$ cat src/rtl/match_burst_fsm_pkg.sv
// Shared definitions for the match/burst FSM: state encoding and default widths.
package match_burst_fsm_pkg;

   localparam int unsigned SYM_W_DEF = 4;
   localparam int unsigned CNT_W_DEF = 4;

   typedef enum logic [1:0] {
      WAIT   = 2'b00,
      WATCH  = 2'b01,
      ASSERT = 2'b10
   } state_t;

endpackage

$ cat src/rtl/match_sat_cnt.sv
// Saturating match counter: load 0/1 at window start, count matches up to
// all-ones (flagging lost matches in a sticky ovf), count down during the burst.
module match_sat_cnt #(
   parameter int unsigned CNT_W = 4
) (
   input  logic             clock,
   input  logic             reset_n,
   input  logic             load,
   input  logic             load_one,
   input  logic             inc,
   input  logic             dec,
   output logic [CNT_W-1:0] cnt,
   output logic             ovf
);

   // Counter and overflow register; load has priority and restarts ovf.
   always_ff @(posedge clock) begin
      if (!reset_n) begin
         cnt <= '0;
         ovf <= 1'b0;
      end else if (load) begin
         cnt <= load_one ? CNT_W'(1) : '0;
         ovf <= 1'b0;
      end else if (inc) begin
         if (cnt == '1) begin
            ovf <= 1'b1;
         end else begin
            cnt <= cnt + CNT_W'(1);
         end
      end else if (dec && (cnt != '0)) begin
         cnt <= cnt - CNT_W'(1);
      end
   end

endmodule

$ cat src/rtl/match_burst_fsm.sv
// Counts masked symbol matches while valid is high, then asserts hit for as
// many cycles as matches were counted. Valid is ignored (drop) during the burst.
module match_burst_fsm
   import match_burst_fsm_pkg::*;
#(
   parameter int unsigned SYM_W = SYM_W_DEF,
   parameter int unsigned CNT_W = CNT_W_DEF
) (
   input  logic             clock,
   input  logic             reset_n,
   input  logic             valid,
   input  logic [SYM_W-1:0] num,
   input  logic [SYM_W-1:0] seq,
   input  logic [SYM_W-1:0] mask,
   output state_t           state,
   output logic [CNT_W-1:0] cnt,
   output logic             hit,
   output logic             drop,
   output logic             ovf,
   output logic             busy
);

   state_t state_next;
   logic   match;
   logic   cnt_load;
   logic   cnt_inc;
   logic   cnt_dec;

   assign match = (((seq ^ num) & mask) == '0);

   match_sat_cnt #(
      .CNT_W (CNT_W)
   ) u_cnt (
      .clock    (clock),
      .reset_n  (reset_n),
      .load     (cnt_load),
      .load_one (match),
      .inc      (cnt_inc),
      .dec      (cnt_dec),
      .cnt      (cnt),
      .ovf      (ovf)
   );

   // State register.
   always_ff @(posedge clock) begin
      if (!reset_n) begin
         state <= WAIT;
      end else begin
         state <= state_next;
      end
   end

   // Next-state, counter control and output decode.
   always_comb begin
      state_next = WAIT;
      cnt_load   = 1'b0;
      cnt_inc    = 1'b0;
      cnt_dec    = 1'b0;
      hit        = 1'b0;
      drop       = 1'b0;
      busy       = 1'b1;
      case (state)
         WAIT: begin
            busy = 1'b0;
            if (valid) begin
               state_next = WATCH;
               cnt_load   = 1'b1;
            end
         end
         WATCH: begin
            if (valid) begin
               state_next = WATCH;
               cnt_inc    = match;
            end else if (cnt == '0) begin
               state_next = WAIT;
            end else begin
               state_next = ASSERT;
            end
         end
         ASSERT: begin
            hit        = 1'b1;
            drop       = valid;
            cnt_dec    = 1'b1;
            state_next = (cnt > CNT_W'(1)) ? ASSERT : WAIT;
         end
         default: begin
            state_next = WAIT;
         end
      endcase
   end

endmodule

$ cat config.mk
export PLATFORM = sky130hd
export DESIGN_NAME = match_burst_fsm
export DESIGN_NICKNAME = d
export VERILOG_FILES = /design/src/rtl/match_burst_fsm_pkg.sv /design/src/rtl/match_sat_cnt.sv /design/src/rtl/match_burst_fsm.sv
export SDC_FILE = /design/constraint.sdc
export NUM_CORES = 1
export LEC_CHECK = 0
export BUFFER_PORTS_ARGS = -buffer_cell sky130_fd_sc_hd__clkbuf_2
export CORE_MARGIN = 2
export CORE_UTILIZATION = 24
export DETAILED_ROUTE_END_ITERATION = 16
export HOLD_SLACK_MARGIN = 0.03
export PLACE_DENSITY = 0.58
export SLEW_MARGIN = 20
export SYNTH_ARGS = -nofsm -noshare
export SYNTH_HDL_FRONTEND = slang
export SYNTH_HIERARCHICAL = 1
export SYNTH_SLANG_ARGS = --single-unit
$ cat constraint.sdc
create_clock -name clock -period 6.8 [get_ports clock]
set_clock_uncertainty 0.05 [all_clocks]
set_input_delay 0.68 -clock clock [delete_from_list [all_inputs] [get_ports clock]]
set_output_delay 0.68 -clock clock [all_outputs]
set_load 0.02 [all_outputs]
==> out/qor.txt, run 1 <==
outcome: finished clean
Placed Cells incl. Taps: 105
Syn. warnings: 6
I/O pin count: 25
wire per inst: 10.4 µm
Levels on crit path: 10
Worst Setup Path Type: primary input to flip-flop
vias per cell: 4.88
global-route wire length before repair: 2.06 mm
TNS Setup: 0 ns
pin count of the biggest net entering global routing: 9
WHS Endpoint: u_cnt/ovf
Min Hold Slack: 0.419 ns
critical path cell sequence: clkbuf_2 -> xor2_1 -> a22o_1 -> nor3_2 -> inv_1 -> ha_1 -> a21o_1 -> a2111oi_2 -> a211oi_1 -> a211oi_2
gpl congestion: 0.829
postcts setup bufs: 0
Yosys cell types: 32
Antenna diodes: 0
CTS Hold Buffers Added: 0
number of gates resized after cts: 0
CP Launch Type: primary input
area delta synth->final: 34.4%
vias: 532
Clock Pin Slew Worst Setup and Hold Paths: 0.06 ns
max cap viols: 0
synthesized cell area: 523 µm²
hold depth: 2
gr usage total: 0.106
reg-to-reg startpoint: state[1]
xor/xnor cell area share of the yosys netlist: 0.0837
CP max FO: 6
reg-to-reg slack, setup: 4.32 ns
core area: 0.00200 mm²
Post-Synthesis Cells: 54
Non-Filler Instances: 109
First-pass DRT Iterations: 4
post-synthesis simple-gate area fraction: 0.211
hold path startpoint: u_cnt/ovf
DRT iter0 DRCs: 24
Compound-Gate Fraction of Synth Area: 0.278
pins over their slew limit: 0
Buf/Inv on CP: 2
Adder-Cell Fraction of Synth Area: 0.0861
H-tree levels: 1
Leakage: 0.344 nW
vias in the first global route: 505
CTS tree: done
Nets: 101
Tmin final: 2.91 ns
crit share post-route: 0.428
CTS root buf: clkbuf_4
main combinational cell family by area after synthesis: compound AO/OA/AOI/OAI gates
floorplan row count: 16
fmax: 343 MHz
initial antenna violation count: 0
Total Wirelength: 1.14 mm
Worst-Margin Slew: 0.504 ns
CP max-delay cell: nor3_2
RSZ-0062 raised after global routing: no
CTS Sinks: 7
total grt overflow: 0
crit path capture type: flip-flop
final hold violation count: 0
number of setup violations in the final report: 0
Slew HR: 0.662
syn_area_per_cell: 9.69 µm²
initial core utilization: 0.261
worst vdd ir: 0.0626 mV
die height: 50.7 µm
CTS max path bufs: 2
R2R Path End: u_cnt/cnt[3]
syn_nets: 72
port buffer count: 24
fraction of layout instances using a drive strength above 1: 0.415
CP max stage delay: 0.46 ns
Post-DRT Antenna Nets: 0
CP Data Required Time: 6.92 ns
worst reg2reg path depth: 8
mux cell area share after synthesis: 0.0455
CP arrival: 3.04 ns
worst hold path type: flip-flop to flip-flop
Synth Register Bits: 7
layout filler cell count: 211
DRC viols: 0
number of buffers created by CTS: 3
Worst-Skew Late Latency: 0.25 ns
Die X: 50.7 µm
post-detailed-placement half-perimeter wirelength: 942 µm
CP top delay family: compound AO/OA/AOI/OAI gates
pwr/cell area: 152 mW/mm²
die area: 0.00257 mm²
sequential area share after synthesis: 0.268
-- synthesized netlist by cell type, drive strengths merged --
cell type | instances | share of area
a2111oi | 1 | 0.029
a211oi | 3 | 0.053
a21o | 3 | 0.043
a21oi | 1 | 0.0096
a22o | 2 | 0.033
a311oi | 1 | 0.017
and2 | 1 | 0.012
and3b | 1 | 0.017
and4 | 1 | 0.017
dfxtp | 7 | 0.27
fa | 1 | 0.038
ha | 2 | 0.048
inv | 4 | 0.029
mux2i | 2 | 0.045
nand2 | 2 | 0.014
nand3b | 1 | 0.014
nor2 | 5 | 0.036
nor2b | 1 | 0.017
nor3 | 2 | 0.029
nor3b | 1 | 0.014
nor4 | 1 | 0.012
nor4b | 1 | 0.017
o21a | 1 | 0.014
o21ai | 1 | 0.0096
o31a | 1 | 0.017
o41ai | 1 | 0.053
or2 | 1 | 0.012
xnor2 | 1 | 0.017
xor2 | 4 | 0.067
-- logic make-up (layout without fill, tap and decap cells) --
| group | after synthesis | count (layout) |
|---|---|---|
| flops | 7 | 7 |
| mux | 2 | 2 |
| fa+ha+maj | 3 | 3 |
| buf+inv | 4 | 32 |
| compound gates | 15 | 15 |
| simple gates | 18 | 18 |
| xor+xnor | 5 | 5 |
-- per-stage QoR --
step	power [mW]	cell area (µm²)	setup slack [ns]	utilization
after floorplan	0.0612	523	3.91	-
after detailed placement	0.0702	677	3.60	0.338
after global placement	0.0697	677	3.66	0.338
final	0.107	703	3.89	0.351
after global routing	0.115	703	3.67	0.351
after CTS	0.108	703	3.87	0.351
-- flip-flops by register name, summed over array words and instances (netlist names) --
register	flops
state	2
u_cnt/ovf	1
u_cnt/cnt	4
-- where the power goes --
group | switching (mW) | internal (mW)
combinational | 0.0124 | 0.0116
sequential | 0.00285 | 0.0424
clock | 0.0156 | 0.0224
total | 0.0308 | 0.0764
-- final cells by class --
cell class | instances | area [µm²] | area share
multi-input cells | 43 | 368 | 0.523
flip-flops and latches | 7 | 140 | 0.199
repair buffers | 24 | 120 | 0.171
well taps | 27 | 33.8 | 0.0480
clock buffers | 4 | 26.3 | 0.0374
inverters | 4 | 15.0 | 0.0214
-- per-layer routing --
metal	GRT usage	share of wire	routed length (µm)
met1	0.125	0.44	497
met2	0.169	0.49	559
met3	0.0149	0.052	59
met4	0.0856	0.019	22
met5	0	0	0
-- worst max path at each step --
stage | from | endpoint
2_1_floorplan | num[3] | u_cnt/cnt[3]
3_3_place_gp | num[3] | u_cnt/cnt[3]
3_5_place_dp | num[3] | u_cnt/cnt[3]
4_1_cts | num[3] | u_cnt/cnt[3]
5_1_grt | num[2] | u_cnt/cnt[3]
6_report | num[3] | u_cnt/cnt[3]
-- tightest hold or removal path, stage by stage, from the launching register on --
cell and delay, ns:
dfxtp_1 0.32, a21oi_1 0.04, nor2_1 0.07
-- placed cells by master (no fill, tap or decap), drive strengths merged, types with 2 or more instances in the layout --
cell type and n:
nor2 5, a211oi 3, dfxtp 7, clkbuf 28
xor2 4, a22o 2, ha 2, inv 4
nor3 2, nand2 2, mux2i 2, a21o 3
Note: power is estimated with default switching activity, not from simulation.
==> inputs of run 2 (changes only) <==
==> constraint.sdc (replaced) <==
create_clock -name clock -period 2.8 [get_ports clock]
set_clock_uncertainty 0.05 [all_clocks]
set_input_delay 0.28 -clock clock [delete_from_list [all_inputs] [get_ports clock]]
set_output_delay 0.28 -clock clock [all_outputs]
set_load 0.02 [all_outputs]
==> run 2 against run 1 <==
Compared with the run above:
- worst setup slack worse by 3.2 ns
- largest cell class unchanged
- final area is 1.1% higher
- largest power group unchanged
- critical path type unchanged
- total power is 140% higher
- cell count is 0.92% higher
- global-route usage hardly changed
- via count is 4.5% lower
- die area stayed put
- combinational power is 140% higher
==> out/qor.txt, run 2 (synthesis results as in run 1) <==
outcome: finished clean
Leakage: 0.349 nW
CP max FO: 4
commonest non-fill, non-tap cell in the layout: clkbuf_2
CP top delay family: compound AO/OA/AOI/OAI gates
most frequent cells in the layout: 24 x clkbuf_2, 7 x dfxtp_1, 5 x nor2_1, 4 x xor2_1, 4 x inv_1
Levels on crit path: 10
Die X: 50.7 µm
CTS Sinks: 7
DRC viols: 0
CP endpoint: u_cnt/cnt[3]
Non-Filler Instances: 110
First-pass DRT Iterations: 4
worst hold path type: primary input to flip-flop
CP Launch Type: primary input
fraction of layout instances using a drive strength above 1: 0.422
fmax: 469 MHz
Post-DRT Antenna Nets: 0
die height: 50.7 µm
Reg with most FFs: u_cnt/cnt
Nets: 102
Antenna diodes: 0
crit share post-route: 0.762
reg-to-reg slack, setup: 0.70 ns
gr usage total: 0.106
RSZ-0062 raised after global routing: no
pins over their slew limit: 0
CP max stage delay: 0.40 ns
R2R Path End: u_cnt/cnt[3]
area delta synth->final: 35.9%
WL met2: 535 µm
global-route wire length before repair: 1.96 mm
core area: 0.00200 mm²
H-tree levels: 1
pwr/cell area: 368 mW/mm²
number of setup violations in the final report: 0
max reg flops: 4
Buf/Inv on CP: 2
top sig layer: met4
floorplan row count: 16
gpl congestion: 0.764
Worst-Skew Late Latency: 0.25 ns
vias per cell: 4.62
vias in the first global route: 481
pin count of the biggest net entering global routing: 9
critical path cell sequence: clkbuf_2 -> xor2_1 -> a22o_1 -> nor3_2 -> inv_1 -> ha_1 -> a21o_1 -> a2111oi_2 -> a211oi_1 -> a211oi_2
Clock Pin Slew Worst Setup and Hold Paths: 0.06 ns
Critical Path Start: num[3]
hold depth: 2
Met3 Wirelength: 47 µm
I/O pin count: 25
Total Wirelength: 1.14 mm
post-detailed-placement half-perimeter wirelength: 907 µm
CTS root buf: clkbuf_4
M1 WL: 538 µm
number of gates resized after cts: 0
CP arrival: 2.26 ns
die area: 0.00257 mm²
postcts setup bufs: 0
CP max-delay cell: a2111oi_2
TNS Setup: 0 ns
reg-to-reg startpoint: state[1]
CTS max path bufs: 2
max cap viols: 0
Largest regs: u_cnt/cnt (4), state (2), u_cnt/ovf (1)
port buffer count: 24
vias: 508
total grt overflow: 0
worst vdd ir: 0.113 mV
Worst Setup Path Type: primary input to flip-flop
worst reg2reg path depth: 8
crit path capture type: flip-flop
final hold violation count: 0
Worst-Margin Slew: 0.367 ns
CTS tree: done
initial core utilization: 0.261
Tmin final: 2.13 ns
initial antenna violation count: 0
wire per inst: 10.3 µm
DRT iter0 DRCs: 9
number of buffers created by CTS: 3
CP Data Required Time: 2.93 ns
Placed Cells incl. Taps: 106
CTS Hold Buffers Added: 0
Slew HR: 0.755
==> run 2: cell count changes in the layout (fill, tap and decap cells not counted), sizes merged <==
cell and delta:
buf +1
==> run 2: report_power, final <==
part / total, mW / leakage, nW / internal, mW / switching (mW)
logic: 0.0585 / 0.277 / 0.0286 / 0.0299
registers: 0.110 / 0.0569 / 0.103 / 0.00681
clock network: 0.0932 / 0.0150 / 0.0545 / 0.0387
==> run 2: worst min-delay path by stage <==
stage	slack, ns	end	start
final	0.23	state[1]	reset_n
after global routing	0.22	state[1]	reset_n
after CTS	0.22	state[1]	reset_n
after detailed placement	0.42	u_cnt/ovf	u_cnt/ovf
after global placement	0.40	u_cnt/ovf	u_cnt/ovf
after floorplan	0.35	state[1]	reset_n
==> run 2: stage by stage <==
stage               setup slack (ns)   util  cell area (µm²)  power, mW  hold WS (ns)
global placement               0.428  0.342              684      0.169         0.402
floorplan                      0.313      -              523      0.149         0.348
detailed placement             0.386  0.342              684      0.171         0.417
global route                   0.526  0.355              711      0.282         0.223
CTS                            0.653  0.355              711      0.267         0.223
finish                         0.667  0.355              711      0.261         0.231
==> run 2: layout make-up <==
type	instances	area, µm²
fill	206	1290
sequential	7	140
tap	27	33.8
clock buffer	4	26.3
inverter	4	15.0
timing repair buffer	25	128
multi-input combinational	43	368
==> run 2: layer usage <==
metal,vias to the layer above,track usage
li1,259,-
met4,0,0.0946
met5,-,0
met1,234,0.117
met2,13,0.167
met3,2,0.0268
==> run 2: worst reg2reg max path: stages (launching register included) <==
cell and delay (ns):
dfxtp_1 0.35, nand3b_1 0.18, nor3_2 0.15, inv_1 0.12, ha_1 0.28, a21o_1 0.20, a2111oi_2 0.40, a211oi_1 0.11
a211oi_2 0.19
